### src/rtl/id_inst_buffer.sv
// Two-entry instruction buffer between fetch and decode.
// Each entry stores the immediate type, which is decoded from the opcode when the entry is pushed.
module id_inst_buffer #(
  parameter int DEPTH = 2
) (
  input  logic        clk,
  input  logic        rst_n,
  input  logic        in_valid,
  output logic        in_ready,
  input  logic [31:0] in_inst,
  input  logic [31:0] in_pc,
  input  logic        flush,
  output logic        out_valid,
  input  logic        out_ready,
  output logic [24:0] out_inst_hi,
  output logic [6:0]  out_opcode,
  output logic [2:0]  out_imm_type,
  output logic [31:0] out_pc
);

  localparam logic [1:0] FullCount = 2'(DEPTH);

  typedef enum logic [2:0] {
    NOTYPE = 3'd0,
    RTYPE  = 3'd1,
    ITYPE  = 3'd2,
    STYPE  = 3'd3,
    BTYPE  = 3'd4,
    UTYPE  = 3'd5,
    JTYPE  = 3'd6
  } imm_type_e;

  logic [1:0]  count_q, count_d;
  logic        wr_ptr_q, wr_ptr_d;
  logic        rd_ptr_q, rd_ptr_d;
  logic [31:0] inst_q [2];
  logic [31:0] inst_d [2];
  logic [31:0] pc_q [2];
  logic [31:0] pc_d [2];
  imm_type_e   type_q [2];
  imm_type_e   type_d [2];
  imm_type_e   in_type;
  logic        push;
  logic        pop;

  always_comb begin
    case (in_inst[6:0])
      7'b0010011, 7'b0000011, 7'b1100111: in_type = ITYPE;
      7'b0100011:                         in_type = STYPE;
      7'b1100011:                         in_type = BTYPE;
      7'b0110111, 7'b0010111:             in_type = UTYPE;
      7'b1101111:                         in_type = JTYPE;
      7'b0110011:                         in_type = RTYPE;
      default:                            in_type = NOTYPE;
    endcase
  end

  // in_ready depends only on registered state, so it reports the pre-flush count during a flush cycle
  assign in_ready  = (count_q != FullCount);
  assign out_valid = (count_q != 2'd0);
  assign push      = in_valid && in_ready && !flush;
  assign pop       = out_valid && out_ready && !flush;

  always_comb begin
    count_d  = count_q;
    wr_ptr_d = wr_ptr_q;
    rd_ptr_d = rd_ptr_q;
    inst_d   = inst_q;
    pc_d     = pc_q;
    type_d   = type_q;
    if (flush) begin
      count_d  = 2'd0;
      wr_ptr_d = 1'b0;
      rd_ptr_d = 1'b0;
    end else begin
      if (push) begin
        inst_d[wr_ptr_q] = in_inst;
        pc_d[wr_ptr_q]   = in_pc;
        type_d[wr_ptr_q] = in_type;
        wr_ptr_d         = ~wr_ptr_q;
      end
      if (pop) begin
        rd_ptr_d = ~rd_ptr_q;
      end
      case ({push, pop})
        2'b10:   count_d = count_q + 2'd1;
        2'b01:   count_d = count_q - 2'd1;
        default: count_d = count_q;
      endcase
    end
  end

  always_ff @(posedge clk or negedge rst_n) begin
    if (!rst_n) begin
      count_q  <= 2'd0;
      wr_ptr_q <= 1'b0;
      rd_ptr_q <= 1'b0;
    end else begin
      count_q  <= count_d;
      wr_ptr_q <= wr_ptr_d;
      rd_ptr_q <= rd_ptr_d;
    end
  end

  // Entry storage is not reset; the count alone decides whether an entry is visible
  always_ff @(posedge clk) begin
    inst_q <= inst_d;
    pc_q   <= pc_d;
    type_q <= type_d;
  end

  always_comb begin
    out_inst_hi  = 25'd0;
    out_opcode   = 7'd0;
    out_imm_type = 3'd0;
    out_pc       = 32'd0;
    if (out_valid) begin
      out_inst_hi  = inst_q[rd_ptr_q][31:7];
      out_opcode   = inst_q[rd_ptr_q][6:0];
      out_imm_type = type_q[rd_ptr_q];
      out_pc       = pc_q[rd_ptr_q];
    end
  end

endmodule

### config.mk
export PLATFORM = sky130hd
export DESIGN_NAME = id_inst_buffer
export DESIGN_NICKNAME = d
export VERILOG_FILES = /design/src/rtl/id_inst_buffer.sv
export SDC_FILE = /design/constraint.sdc
export NUM_CORES = 1
export LEC_CHECK = 0
export ABC_AREA = 1
export ABC_CLOCK_PERIOD_IN_PS = 14800
export BUFFER_PORTS_ARGS = -buffer_cell sky130_fd_sc_hd__buf_2
export CORE_ASPECT_RATIO = 2
export CORE_MARGIN = 1
export CORE_UTILIZATION = 40
export DETAILED_ROUTE_END_ITERATION = 8
export PLACE_DENSITY = 0.69
export SETUP_SLACK_MARGIN = 0.02
export SKIP_CTS_REPAIR_TIMING = 1
export SYNTH_ARGS = -nofsm -noshare
export SYNTH_HDL_FRONTEND = slang
export SYNTH_SLANG_ARGS = --single-unit
export TNS_END_PERCENT = 30
### constraint.sdc
create_clock -name clk -period 14.8 [get_ports clk]
set_clock_uncertainty 0.2 [all_clocks]
set_input_delay 1.48 -clock clk [delete_from_list [all_inputs] [get_ports clk]]
set_output_delay 1.48 -clock clk [all_outputs]
set_load 0.05 [all_outputs]
==> out/qor.yml <==
status:
  run_status: "finished, violations left"
  violations: "DRC"
worst_setup_path:
  start_kind: "flop"
  crit_path_end_kind: "output port"
  setup.worst_path.class: "flop to output port"
  crit_fanout: 35
  reg2regPathDepth: 7
  rr_startpoint: "count_q[0]"
  cp.arrival_ps: 2390
  worstPathRequired_ps: 13120
  reg2reg_to: "pc_q[54]"
  r2r_setup_slack_ps: 12230
sta:
  timing.setup.tns_ps: 0
  relSlewSlack_pct: 24.2
  setup_repair_after_global_routing_missed_its_margin: "false"
  finalHoldWorstSlack_ps: 389
  fmaxAchievable_mhz: 246
  worst_slew_pin_slew_ps: 1140
  final_min_period_over_clock_period_pct: 27.5
  timing.final.max_slew_violations: 0
  setup_violations: 0
  timing.final.hold_violations: 0
  fin_crit_ps: 4070
floorplan:
  floorplan.io_pins: 138
  initial_utilization_pct: 41.0
  die_outline_area_sq_um: 13900
  std_cell_rows: 59
  die_height_microns: 166
  placeableCoreArea_sq_um: 13100
  die_w_microns: 83.9
power:
  seq_power_share_pct: 31.9
  cellInternalPower_mw: 0.860
  p_total_mw: 1.50
  maximum_vdd_drop_mv: 0.123
  power_frac_comb_pct: 38.3
  power.density_cell_area_nw_per_um2: 221
  power_switching_share_pct: 42.7
  clockPowerShare_pct: 29.8
  power.leakage_nw: 2.78
  p_switching_mw: 0.641
placement:
  routabilityCongestion: 0.750
  port-buffer-count: 137
  placed_cell_area_sq_um: 6150
  placedCellCount: 687
  hpwl_microns: 7430
route:
  detail_route.wirelength_microns: 11500
  drcViolationCount: 16
  post_drt_via_cell_ratio: 5.05
  vias: 3636
  drtAntennaViolNets: 0
  first_pass_iters: 7
  detailedRoute.firstIterationViolations: 243
  avgRoutedWirePerCell_microns: 16.0
synthesis:
  netlist_top_cells_count: "sky130_fd_sc_hd__nand2_1 (152), sky130_fd_sc_hd__edfxtp_1 (134), sky130_fd_sc_hd__a21oi_1 (68)"
  ys.flop_type: "sky130_fd_sc_hd__edfxtp_1"
  yosysMostFrequentCell: "sky130_fd_sc_hd__nand2_1"
  synth-seq-area-share_pct: 76.9
  synth_seq_cells: 138
  cell_area_after_technology_mapping_sq_um: 5360
  yosys.cell_types.count: 20
  synth_area_per_cell_sq_um: 12.9
  yosys_warnings: 0
  syn-num-nets: 485
  netlist_top_cells_area: "sky130_fd_sc_hd__edfxtp_1 (75%), sky130_fd_sc_hd__nand2_1 (11%), sky130_fd_sc_hd__a21oi_1 (6.3%)"
  syn_inst: 416
  synthArstFlopShare_pct: 2.90
  yosysTopAreaCellShare_pct: 75.0
  yosys.area.top_type: "sky130_fd_sc_hd__edfxtp_1"
  synth_edf_count: 134
cts:
  cts_sinks: 138
  clock_insertion_delay_worst_skew_ps: 410
  clk_transition_reported_paths_ps: 60
  clockBufferDepth: 2
  cts_root_buf: "sky130_fd_sc_hd__clkbuf_16"
  numCtsBuffers: 17
  clock_tree_from_tritoncts: "yes"
  h-tree-depth: 4
global_routing:
  grt_first_pass_wirelength_microns: 18100
  maximum_number_of_pins_on_one_net_before_global_route_repair: 70
  antenna_found_initial: 1
  vias_in_the_first_global_route: 3836
  grt_util_all_layers_pct: 17.2
  grt_overflow: 0
final_layout:
  post_layout_nonfiller_instances: 720
  fin_area_sq_um: 6790
  post_route_cells_drive_above_1_share_pct: 33.0
  area.growth.synth_to_final_pct: 26.6
  nNetsFinal: 623
min_path:
  type_of_the_tightest_min_delay_check: "flop to flop"
  whs_path_depth: 2
  worst_hold_path.endpoint: "wr_ptr_q"
  holdCritStartpoint: "wr_ptr_q"
flow_run:
  drv_cap: 0
-- power by group through the flow --
stage          Combinational, mW  Clock [mW]  Sequential, mW
6_report                   0.574       0.448           0.479
5_1_grt                    0.605       0.471           0.482
4_1_cts                    0.581       0.456           0.479
3_5_place_dp               0.579           0           0.487
3_3_place_gp               0.571           0           0.485
2_1_floorplan              0.452           0           0.486
-- through the flow --
step / utilization (%) / setup WS [ps]
global route: 51.9 / 10570
finish: 51.9 / 10730
detailed placement: 47.0 / 11100
global placement: 47.0 / 11150
CTS: 51.9 / 10660
floorplan: - / 7880
-- worst max-delay path by stage --
stage	from	end	slack, ps	cells after the start
6_report	count_q[1]	out_pc[20]	10730	4
5_1_grt	count_q[1]	out_pc[20]	10570	4
4_1_cts	rd_ptr_q	out_opcode[2]	10660	4
3_5_place_dp	rd_ptr_q	out_opcode[2]	11100	4
3_3_place_gp	rd_ptr_q	out_pc[20]	11150	4
2_1_floorplan	flush	inst_q[0]	7880	1
-- layer usage --
metal / track usage, % / wire (microns)
met1: 15.7 / 3910
met2: 32.8 / 6660
met5: 0 / 0
met4: 12.2 / 491
met3: 3.43 / 440
-- kinds of logic after synthesis --
| kind of cell | synth area share (%) |
|---|---|
| buffers and inverters | 3.31 |
| DFF | 76.9 |
| AOI/OAI and AO/OA | 6.70 |
| and+or+nand+nor | 13.1 |
-- state kept, by name, indices dropped and copies added (netlist names) --
| name | count |
|---|---|
| pc_q | 64 |
| rd_ptr_q | 1 |
| type_q | 6 |
| count_q | 2 |
| inst_q | 64 |
| wr_ptr_q | 1 |
-- cell usage in the layout (no fill, tap or decap), drive strengths merged --
cell type	netlist	layout
nor3	3	3
nand3	7	7
o21ai	2	2
bufinv	0	4
nor2	3	3
dfrtp	4	4
nand3b	1	1
a21oi	69	69
nand4	1	1
diode	0	1
nor3b	1	1
clkbuf	0	17
inv	12	17
edfxtp	134	134
nand2	157	157
buf	22	141
clkinv	0	6
-- layout make-up --
class / instances / area, sq um
timing repair buffer: 141 / 716
antenna: 1 / 2.50
inverter: 12 / 45.0
clock buffer: 17 / 425
fill: 1117 / 6280
tap: 152 / 190
multi-input combinational: 244 / 1070
sequential: 138 / 4130
clock inverter: 15 / 211
-- critical path, stage by stage (launching register included) --
cell and delay (ps):
sky130_fd_sc_hd__dfrtp_1 440, sky130_fd_sc_hd__nor2_4 670, sky130_fd_sc_hd__buf_4 480, sky130_fd_sc_hd__a21oi_1 130, sky130_fd_sc_hd__buf_2 240
Note: power is estimated with default switching activity, not from simulation.
